File: config.mk
export PLATFORM = sky130hd
export DESIGN_NAME = ladybird_program_loader_flat
export DESIGN_NICKNAME = d
export VERILOG_FILES = /design/src/rtl/ladybird_config.sv /design/src/rtl/ladybird_program_loader_if.sv /design/src/rtl/ladybird_byte_packer.sv /design/src/rtl/ladybird_program_loader.sv /design/src/flat_wrapper.sv
export SDC_FILE = /design/constraint.sdc
export NUM_CORES = 1
export LEC_CHECK = 0
export BUFFER_PORTS_ARGS = -buffer_cell sky130_fd_sc_hd__clkbuf_2
export CORE_AREA = 8 8 83 158
export CTS_BUF_LIST = sky130_fd_sc_hd__clkbuf_16
export DETAILED_ROUTE_END_ITERATION = 16
export DIE_AREA = 0 0 91 166
export GPL_TIMING_DRIVEN = 0
export PLACE_DENSITY_LB_ADDON = 0.08
export SLEW_MARGIN = 15
export SYNTH_ARGS = -nofsm -noshare
export SYNTH_HDL_FRONTEND = slang
export SYNTH_SLANG_ARGS = --single-unit
File: constraint.sdc
create_clock -name clk -period 4.6 [get_ports clk]
set_input_delay 0.23 -clock clk [delete_from_list [all_inputs] [get_ports clk]]
set_output_delay 0.23 -clock clk [all_outputs]
set_load 0.05 [all_outputs]
File: src/rtl/ladybird_config.sv
`default_nettype none
// ============================================================================
// Module   : ladybird_config
// Brief    : Shared ladybird constants, loader state type and address helper.
// Revision : 1.0
// ============================================================================
package ladybird_config;

    localparam int XLEN             = 32;
    localparam int LOADER_MAX_WORDS = 256;

    typedef enum logic [2:0] {
        HDR   = 3'd0,
        DATA  = 3'd1,
        WRITE = 3'd2,
        DONE  = 3'd3,
        ERR   = 3'd4
    } loader_state_t;

    // Byte address of word idx; wraps modulo 2^XLEN.
    function automatic logic [XLEN-1:0] loader_word_addr(
        input logic [XLEN-1:0] base,
        input logic [XLEN-1:0] idx
    );
        return base + (idx << 2);
    endfunction

endpackage
`default_nettype wire

File: src/rtl/ladybird_program_loader_if.sv
`default_nettype none
// ============================================================================
// Module   : ladybird_program_loader_if
// Brief    : Serial byte-in and instruction-bus write-out handshake bundle.
// Revision : 1.0
// ============================================================================
interface ladybird_program_loader_if;
    import ladybird_config::*;

    logic            rx_valid;
    logic [7:0]      rx_data;
    logic            rx_ready;
    logic            bus_req;
    logic            bus_gnt;
    logic [XLEN-1:0] bus_addr;
    logic [3:0]      bus_wstrb;
    logic [XLEN-1:0] bus_data;

    modport master (
        input  rx_valid, rx_data, bus_gnt,
        output rx_ready, bus_req, bus_addr, bus_wstrb, bus_data
    );

    modport slave (
        output rx_valid, rx_data, bus_gnt,
        input  rx_ready, bus_req, bus_addr, bus_wstrb, bus_data
    );

endinterface
`default_nettype wire

File: src/rtl/ladybird_byte_packer.sv
`default_nettype none
// ============================================================================
// Module   : ladybird_byte_packer
// Brief    : Assembles 4 bytes LSB-first into a word; pulses on the 4th byte.
// Revision : 1.0
// ============================================================================
module ladybird_byte_packer (
    input  wire         clk,
    input  wire         nrst,
    input  wire         clr,
    input  wire         in_valid,
    input  wire  [7:0]  in_data,
    output logic [31:0] word,
    output logic        word_valid
);

    logic [1:0]  r_cnt;
    logic [23:0] r_shift;

    always_ff @(posedge clk) begin
        if (!nrst || clr) begin
            r_cnt   <= 2'd0;
            r_shift <= 24'd0;
        end else if (in_valid) begin
            r_cnt   <= r_cnt + 2'd1;
            r_shift <= {in_data, r_shift[23:8]};
        end
    end

    // The 4th byte is combined directly so the word is usable on its accept edge.
    assign word       = {in_data, r_shift};
    assign word_valid = in_valid && (r_cnt == 2'd3);

endmodule
`default_nettype wire

File: src/rtl/ladybird_program_loader.sv
`default_nettype none
// ============================================================================
// Module   : ladybird_program_loader
// Brief    : Loads a length-prefixed word image from serial into instruction
//            RAM, holding the core in reset until the image is complete.
// Revision : 1.0
// ============================================================================
module ladybird_program_loader
    import ladybird_config::*;
#(
    parameter logic [XLEN-1:0] BASE_ADDR = 32'h0000_0000,
    parameter int              MAX_WORDS = LOADER_MAX_WORDS,
    parameter int              CNT_W     = $clog2(MAX_WORDS + 1)
) (
    input  wire                         clk,
    input  wire                         nrst,
    ladybird_program_loader_if.master   ldr,
    input  wire                         restart,
    output logic                        core_nrst,
    output logic                        done,
    output logic                        error
);

    loader_state_t    r_state;
    logic [CNT_W-1:0] r_count;
    logic [CNT_W-1:0] r_index;

    logic        w_accept;
    logic        w_restart;
    logic        w_last;
    logic [31:0] w_word;
    logic        w_word_valid;

    assign w_accept  = ldr.rx_valid && ldr.rx_ready;
    assign w_restart = restart && ((r_state == DONE) || (r_state == ERR));
    assign w_last    = (r_index + CNT_W'(1)) == r_count;

    ladybird_byte_packer u_packer (
        .clk        (clk),
        .nrst       (nrst),
        .clr        (w_restart),
        .in_valid   (w_accept),
        .in_data    (ldr.rx_data),
        .word       (w_word),
        .word_valid (w_word_valid)
    );

    always_ff @(posedge clk) begin
        if (!nrst) begin
            r_state       <= HDR;
            r_count       <= '0;
            r_index       <= '0;
            ldr.rx_ready  <= 1'b1;
            ldr.bus_req   <= 1'b0;
            ldr.bus_addr  <= BASE_ADDR;
            ldr.bus_wstrb <= 4'h0;
            ldr.bus_data  <= '0;
            core_nrst     <= 1'b0;
            done          <= 1'b0;
            error         <= 1'b0;
        end else begin
            case (r_state)
                HDR: begin
                    if (w_word_valid) begin
                        if (w_word == 32'd0) begin
                            r_state      <= DONE;
                            ldr.rx_ready <= 1'b0;
                            done         <= 1'b1;
                        end else if (w_word > 32'(MAX_WORDS)) begin
                            r_state      <= ERR;
                            ldr.rx_ready <= 1'b0;
                            error        <= 1'b1;
                        end else begin
                            r_state <= DATA;
                            r_count <= w_word[CNT_W-1:0];
                            r_index <= '0;
                        end
                    end
                end
                DATA: begin
                    if (w_word_valid) begin
                        r_state       <= WRITE;
                        ldr.rx_ready  <= 1'b0;
                        ldr.bus_req   <= 1'b1;
                        ldr.bus_addr  <= loader_word_addr(BASE_ADDR, XLEN'(r_index));
                        ldr.bus_data  <= w_word;
                        ldr.bus_wstrb <= 4'hF;
                    end
                end
                WRITE: begin
                    // Serial input stays stalled until the arbitrator takes the word.
                    if (ldr.bus_gnt) begin
                        ldr.bus_req   <= 1'b0;
                        ldr.bus_wstrb <= 4'h0;
                        r_index       <= r_index + CNT_W'(1);
                        if (w_last) begin
                            r_state <= DONE;
                            done    <= 1'b1;
                        end else begin
                            r_state      <= DATA;
                            ldr.rx_ready <= 1'b1;
                        end
                    end
                end
                DONE: begin
                    if (restart) begin
                        r_state      <= HDR;
                        r_count      <= '0;
                        r_index      <= '0;
                        ldr.rx_ready <= 1'b1;
                        ldr.bus_addr <= BASE_ADDR;
                        core_nrst    <= 1'b0;
                        done         <= 1'b0;
                    end else begin
                        core_nrst <= 1'b1;
                    end
                end
                ERR: begin
                    if (restart) begin
                        r_state      <= HDR;
                        r_count      <= '0;
                        r_index      <= '0;
                        ldr.rx_ready <= 1'b1;
                        ldr.bus_addr <= BASE_ADDR;
                        error        <= 1'b0;
                    end
                    core_nrst <= 1'b0;
                end
                default: begin
                    r_state <= HDR;
                end
            endcase
        end
    end

endmodule
`default_nettype wire

File: src/flat_wrapper.sv
// flat-port wrapper written by rule: the top's interface ports become plain ports
module ladybird_program_loader_flat import ladybird_config::*;
#(
    parameter logic [XLEN-1:0] BASE_ADDR = 32'h0000_0000,
    parameter int              MAX_WORDS = LOADER_MAX_WORDS,
    parameter int              CNT_W     = $clog2(MAX_WORDS + 1)
)
  (clk, nrst, restart, core_nrst, done, error, ldr_rx_valid, ldr_rx_data, ldr_bus_gnt, ldr_rx_ready, ldr_bus_req, ldr_bus_addr, ldr_bus_wstrb, ldr_bus_data);
  ladybird_program_loader_if ldr_i ();
  input  wire clk;
  input  wire nrst;
  input  wire restart;
  output logic core_nrst;
  output logic done;
  output logic error;
  input wire logic [$bits(ldr_i.rx_valid)-1:0] ldr_rx_valid;
  input wire logic [$bits(ldr_i.rx_data)-1:0] ldr_rx_data;
  input wire logic [$bits(ldr_i.bus_gnt)-1:0] ldr_bus_gnt;
  output wire logic [$bits(ldr_i.rx_ready)-1:0] ldr_rx_ready;
  output wire logic [$bits(ldr_i.bus_req)-1:0] ldr_bus_req;
  output wire logic [$bits(ldr_i.bus_addr)-1:0] ldr_bus_addr;
  output wire logic [$bits(ldr_i.bus_wstrb)-1:0] ldr_bus_wstrb;
  output wire logic [$bits(ldr_i.bus_data)-1:0] ldr_bus_data;
  assign ldr_i.rx_valid = ldr_rx_valid;
  assign ldr_i.rx_data = ldr_rx_data;
  assign ldr_i.bus_gnt = ldr_bus_gnt;
  assign ldr_rx_ready = ldr_i.rx_ready;
  assign ldr_bus_req = ldr_i.bus_req;
  assign ldr_bus_addr = ldr_i.bus_addr;
  assign ldr_bus_wstrb = ldr_i.bus_wstrb;
  assign ldr_bus_data = ldr_i.bus_data;
  ladybird_program_loader #(.BASE_ADDR(BASE_ADDR), .MAX_WORDS(MAX_WORDS), .CNT_W(CNT_W)) u_core (.clk(clk), .nrst(nrst), .ldr(ldr_i), .restart(restart), .core_nrst(core_nrst), .done(done), .error(error));
endmodule
After elaboration in Yosys (flattened, before gate mapping). Index checks and enable logic that the tools add are counted.

Register bits: 120. Input port bits: 13. Output and inout bits: 73. Word-level logic and storage cells: 108.

Add/subtract/negate cells: 2. $lt $le $gt $ge: 1. Eq/ne operators: 19. Mux-type cells: 47. Reductions and logical operators: 26.

Operators with widths (number): $mux 9 (8); $mux 32 (2); $pmux 32 s2 (1); $gt 32x9->1 const B (1); $logic_not 32->1 (1); $pmux 9 s3 (1); $mux 1 (18); $mux 3 (6); $pmux 9 s2 (1); $ne 2x2->1 const B (8); $pmux 3 s4 (1); $reduce_and 6->1 (2); $reduce_and 5->1 (2); $reduce_bool 2->1 (5); $add 9x1->9 const B (1); $eq 9x9->1 (1); $mux 4 (2); $ne 2x1->1 const B (4); $pmux 4 s2 (1); $reduce_and 7->1 (1); $eq 3x2->1 const B (2); $pmux 1 s2 (3); $reduce_and 3->1 (2); $reduce_bool 3->1 (2); 16 further kinds (19).

Longest topological paths before layout.
Word-level depth: 5. Mapped depth: 7. Depth with buffers taken out: 6.

Cells and area by module. From an unflattened synthesis, not the netlist that was laid out.

Cell total of the unflattened synthesis: 538. Area total of the unflattened synthesis: 4493.1 um^2.

By module, submodules not included: ladybird_program_loader (times used 1, cells an instance 443, area an instance 3445.8 um^2, sequential area each 1341.3 um^2); ladybird_byte_packer (times used 1, cells an instance 95, area an instance 1047.3 um^2, sequential area each 520.5 um^2).

Worst setup path after synthesis. OpenSTA, ideal clock, no wires.

Path kind: reg-to-reg. Start point: register u_core.u_packer.r_shift[14]. End point: register u_core.r_index[3]. Library setup time: 0.115 ns. Arrival time: 2.186 ns. Data required time: 4.485 ns. Path slack: 2.300 ns. Cell stages (with the launch flop): 7. Buffers on the path: 1. Period minus slack after synthesis: 2.300 ns. Cell sequence: dfxtp_1 > or4_4 > or2_1 > or4_4 > buf_6 > o311a_1 > o21a_1.

Longest elaborated chain between the ends: 3. Elaborated cells between the ends (all ways): 5. Those cells by class: order compare (1); eq/ne (2); reduce/logical (2).

RTL lines: start, declared (RTL line ladybird_byte_packer.sv:18) `logic [23:0] r_shift;`; start signal, assigned (RTL line ladybird_byte_packer.sv:26) `r_shift <= {in_data, r_shift[23:8]};`; $gt 32x9->1 or $logic_not 32->1 (tied branches) (RTL line ladybird_program_loader.sv:69, ladybird_program_loader.sv:65); $ne 2x2->1 (no line); $reduce_and 6->1 (no line) *; end signal, assigned (RTL line ladybird_program_loader.sv:95) `r_index <= r_index + CNT_W'(1);`; end, declared (RTL line ladybird_program_loader.sv:26) `logic [CNT_W-1:0] r_index;`.

Mark *: on every way between the ends. The rest lies on a longest branch, timed or not. A chain may end at the register's enable or synchronous reset.

Worst setup path in the final report.
Start point: register u_core.ldr.rx_ready. End point: register u_core.ldr.bus_data[10].

Longest elaborated chain between the ends: 3.

RTL lines: start, declared (RTL line ladybird_program_loader_if.sv:21) `output rx_ready, bus_req, bus_addr, bus_wstrb, bus_data`; start signal, assigned (RTL line ladybird_program_loader.sv:53) `ldr.rx_ready <= 1'b1;`; start signal, assigned (RTL line ladybird_program_loader.sv:67) `ldr.rx_ready <= 1'b0;`; start signal, assigned (RTL line ladybird_program_loader.sv:71) `ldr.rx_ready <= 1'b0;`; $logic_and 1x1->1 (RTL line ladybird_program_loader.sv:34) `assign w_accept = ldr.rx_valid && ldr.rx_ready;`; $logic_and 1x1->1 (RTL line ladybird_byte_packer.sv:32) `assign word_valid = in_valid && (r_cnt == 2'd3);`; $reduce_and 2->1 (no line); end signal, assigned (RTL line ladybird_program_loader.sv:86) `ldr.bus_data <= w_word;`; end, declared (RTL line ladybird_program_loader_if.sv:21).

No other way between the ends.

==> results.json <==
{
  "worstSkewPairLatency_ns": 0.35,
  "start_kind": "flip-flop",
  "switchingPower_mw": 0.430,
  "cts_tree": "done",
  "skew_ns": 0.0113,
  "met2_usage": 0.262,
  "cp_max_fo": 10,
  "final-seq-area_um2": 1860,
  "totalWireLength_mm": 12.2,
  "n_antenna_cell": 0,
  "synth_enable_flop_cells": 0,
  "seqPwrFrac": 0.469,
  "routabilityCongestion": 0.888,
  "rsz0062_at_grt": "false",
  "arrival_ns": 3.05,
  "critPathRequiredTime_ns": 4.87,
  "worst_pin_slew_ns": 1.09,
  "clockPowerShare": 0.457,
  "maxSlewHeadroom": 0.261,
  "final_common_cell": "nand2_1",
  "ys_async_sr_fraction": 0,
  "synthSimpleGateAreaFrac": 0.239,
  "period_share": 0.604,
  "path_class": "reg2reg",
  "routed_via_density": 5.10,
  "holdBufCountCts": 0,
  "grt_start_max_net_pins": 17,
  "yosysWarnings": 0,
  "drc": 0,
  "max_freq_mhz": 360,
  "ys.flop_type": "dfxtp_1",
  "comb_power_share": 0.074,
  "crit_family": "simple AND/OR/NAND/NOR gates",
  "die_x_um": 91,
  "cts_resized": 0,
  "cts_root_buffer": "clkbuf_16",
  "synthMuxAreaShare": 0.00233,
  "rows": 55,
  "status": "finished, final reports clean",
  "clk_path_buf_depth": 2,
  "p_int_mw": 1.33,
  "power.density_nw_per_um2": 340,
  "synth_top_family_by_area": "simple AND/OR/NAND/NOR gates",
  "endpoint_kind": "flip-flop",
  "final_cells": 783,
  "cts_buffers": 9,
  "placed_area_um2": 4850,
  "final_cell_mix": "126 x nand2_1, 93 x dfxtp_1, 73 x a21oi_1",
  "nNetsFinal": 652,
  "grt_usage": 0.160,
  "synthAdderAreaFrac": 0.00583,
  "crit_chain": "and2_1, clkbuf_1, nand2_1, nor3_1, clkbuf_1, nand2_1, a21oi_1",
  "crit_slowest_cell": "nor3_1",
  "grt_first_pass_wirelength_mm": 19.7,
  "drt_iter0_markers": 230,
  "yosysSeqAreaShare": 0.434,
  "stdcell_area_um2": 5170,
  "nFillCells": 1198,
  "die_h_um": 166,
  "core_area_um2": 11100,
  "grt.overflow.total": 0,
  "finalHoldViolations": 0,
  "tns_ns": 0,
  "initial_core_util": 0.385,
  "grt_busiest_layer": "met2",
  "crit_path_max_incr_delay_ns": 0.79,
  "grt_pass1_vias": 3716,
  "netlist_instances": 544,
  "syn_to_final_growth_pct": 20.5,
  "ys_types": 59,
  "hold_path_class": "in2reg",
  "post_route_cells_drive_above_1_share": 0.172,
  "synth_compound_area_frac": 0.206,
  "io_pins": 86,
  "clk_pin_slew_worst_paths_ns": 0.07,
  "vias": 3997,
  "clkSinkCount": 93,
  "fp.dieArea_um2": 15100,
  "synth-xor-area-share": 0.0245,
  "synth_area_per_cell_um2": 7.89,
  "peakVddDrop_mv": 0.185,
  "cts_setup_buffers": 0,
  "multiInputGateArea_um2": 2130,
  "io_buffer_count": 60,
  "leakage_nw": 2.03,
  "critPathBufInv": 2,
  "avgRoutedWirePerCell_um": 15.5,
  "place_hpwl_mm": 9.05,
  "synth_area_um2": 4290,
  "use_met3": 0.0326,
  "htreeDepth": 3,
  "antenna_found_initial": 0,
  "postRouteAntennaNets": 0,
  "switching_share": 0.244,
  "drv_cap": 0,
  "setup_viol": 0,
  "grt_util_met1": 0.195,
  "layout_min_cycle_time_ns": 2.78,
  "synth_seq_cells": 93,
  "final-max-slew-violation-count": 0,
  "drt_pass1_iterations": 5,
  "dp_cells": 768
}
## power by group through the flow
stage          clock network [mW]  logic [mW]  registers, mW
2_1_floorplan                   0       0.103          0.841
3_3_place_gp                    0       0.128          0.844
3_5_place_dp                    0       0.129          0.844
4_1_cts                     0.825       0.129          0.825
5_1_grt                     0.858       0.140          0.826
6_report                    0.805       0.130          0.825
## metal layers
| metal | routed length [µm] | vias up |
|---|---|---|
| met5 | 0 | - |
| met4 | 259 | 0 |
| met3 | 609 | 18 |
| met2 | 6030 | 120 |
| met1 | 5250 | 1826 |
| li1 | - | 2033 |
## cell usage after synthesis, drive strengths merged (8+ instances only)
master  count  area share
nand3      15       0.017
clkbuf     37       0.032
nor2       24       0.022
buf        30       0.052
a21oi      73       0.085
a22oi       9       0.016
a22o        9       0.018
dfxtp      93        0.43
nor3        8      0.0093
xnor2       8       0.016
o21ai      12       0.014
nand2     126        0.11
## state kept, by name, summed over array words and instances (netlist names)
register and count:
u_core.r_index 9, u_core.done 1, u_core.ldr.bus_data 32, u_core.u_packer.r_shift 24, u_core.r_count 9, u_core.ldr.bus_wstrb 1, u_core.ldr.rx_ready 1, u_core.u_packer.r_cnt 2
u_core.core_nrst 1, u_core.ldr.bus_addr 9, u_core.error 1, u_core.r_state 3
## worst register-to-register path, cell delays in order (launching register included)
cell and delay, ns:
dfxtp_1 0.44, and2_1 0.16, clkbuf_1 0.36, nand2_1 0.18
nor3_1 0.79, clkbuf_1 0.53, nand2_1 0.13, a21oi_1 0.13
## final timing paths
kind / startpoint / to / slack [ns] / cells past startpoint
min reg2reg: u_core.ldr.bus_data[1] / u_core.ldr.bus_data[1] / 0.45 / 2
max reg2reg: u_core.ldr.rx_ready / u_core.ldr.bus_data[10] / 1.82 / 7
min: ldr_rx_data[5] / u_core.ldr.bus_data[29] / 0.12 / 3
max: u_core.ldr.rx_ready / u_core.ldr.bus_data[10] / 1.82 / 7
## cell families (layout without fill, tap and decap cells)
logic type	after synthesis	count (layout)
simple gates	221	221
compound gates	142	142
flops	93	93
buf+inv	72	147
xor+xnor	12	12
fa+ha+maj	2	2
other cells	1	23
mux	1	1
## area by class of cell
| class | count | share of cell area |
|---|---|---|
| clock inverters | 6 | 0.0181 |
| well taps | 142 | 0.0343 |
| inverters | 5 | 0.00363 |
| plain buffers | 67 | 0.0697 |
| clock buffers | 9 | 0.0435 |
| repair buffers | 60 | 0.0581 |
| flip-flops and latches | 93 | 0.360 |
| multi-input cells | 401 | 0.413 |
## metrics by stage
step,hold slack [ns],util,power [mW],setup slack (ns)
4_1_cts,0.117,0.464,1.78,1.76
5_1_grt,0.141,0.464,1.82,1.62
6_report,0.124,0.464,1.76,1.82
3_3_place_gp,0.443,0.435,0.972,1.79
3_5_place_dp,0.447,0.435,0.973,1.79
2_1_floorplan,0.366,-,0.944,2.30
(Power assumes the default switching activity.)
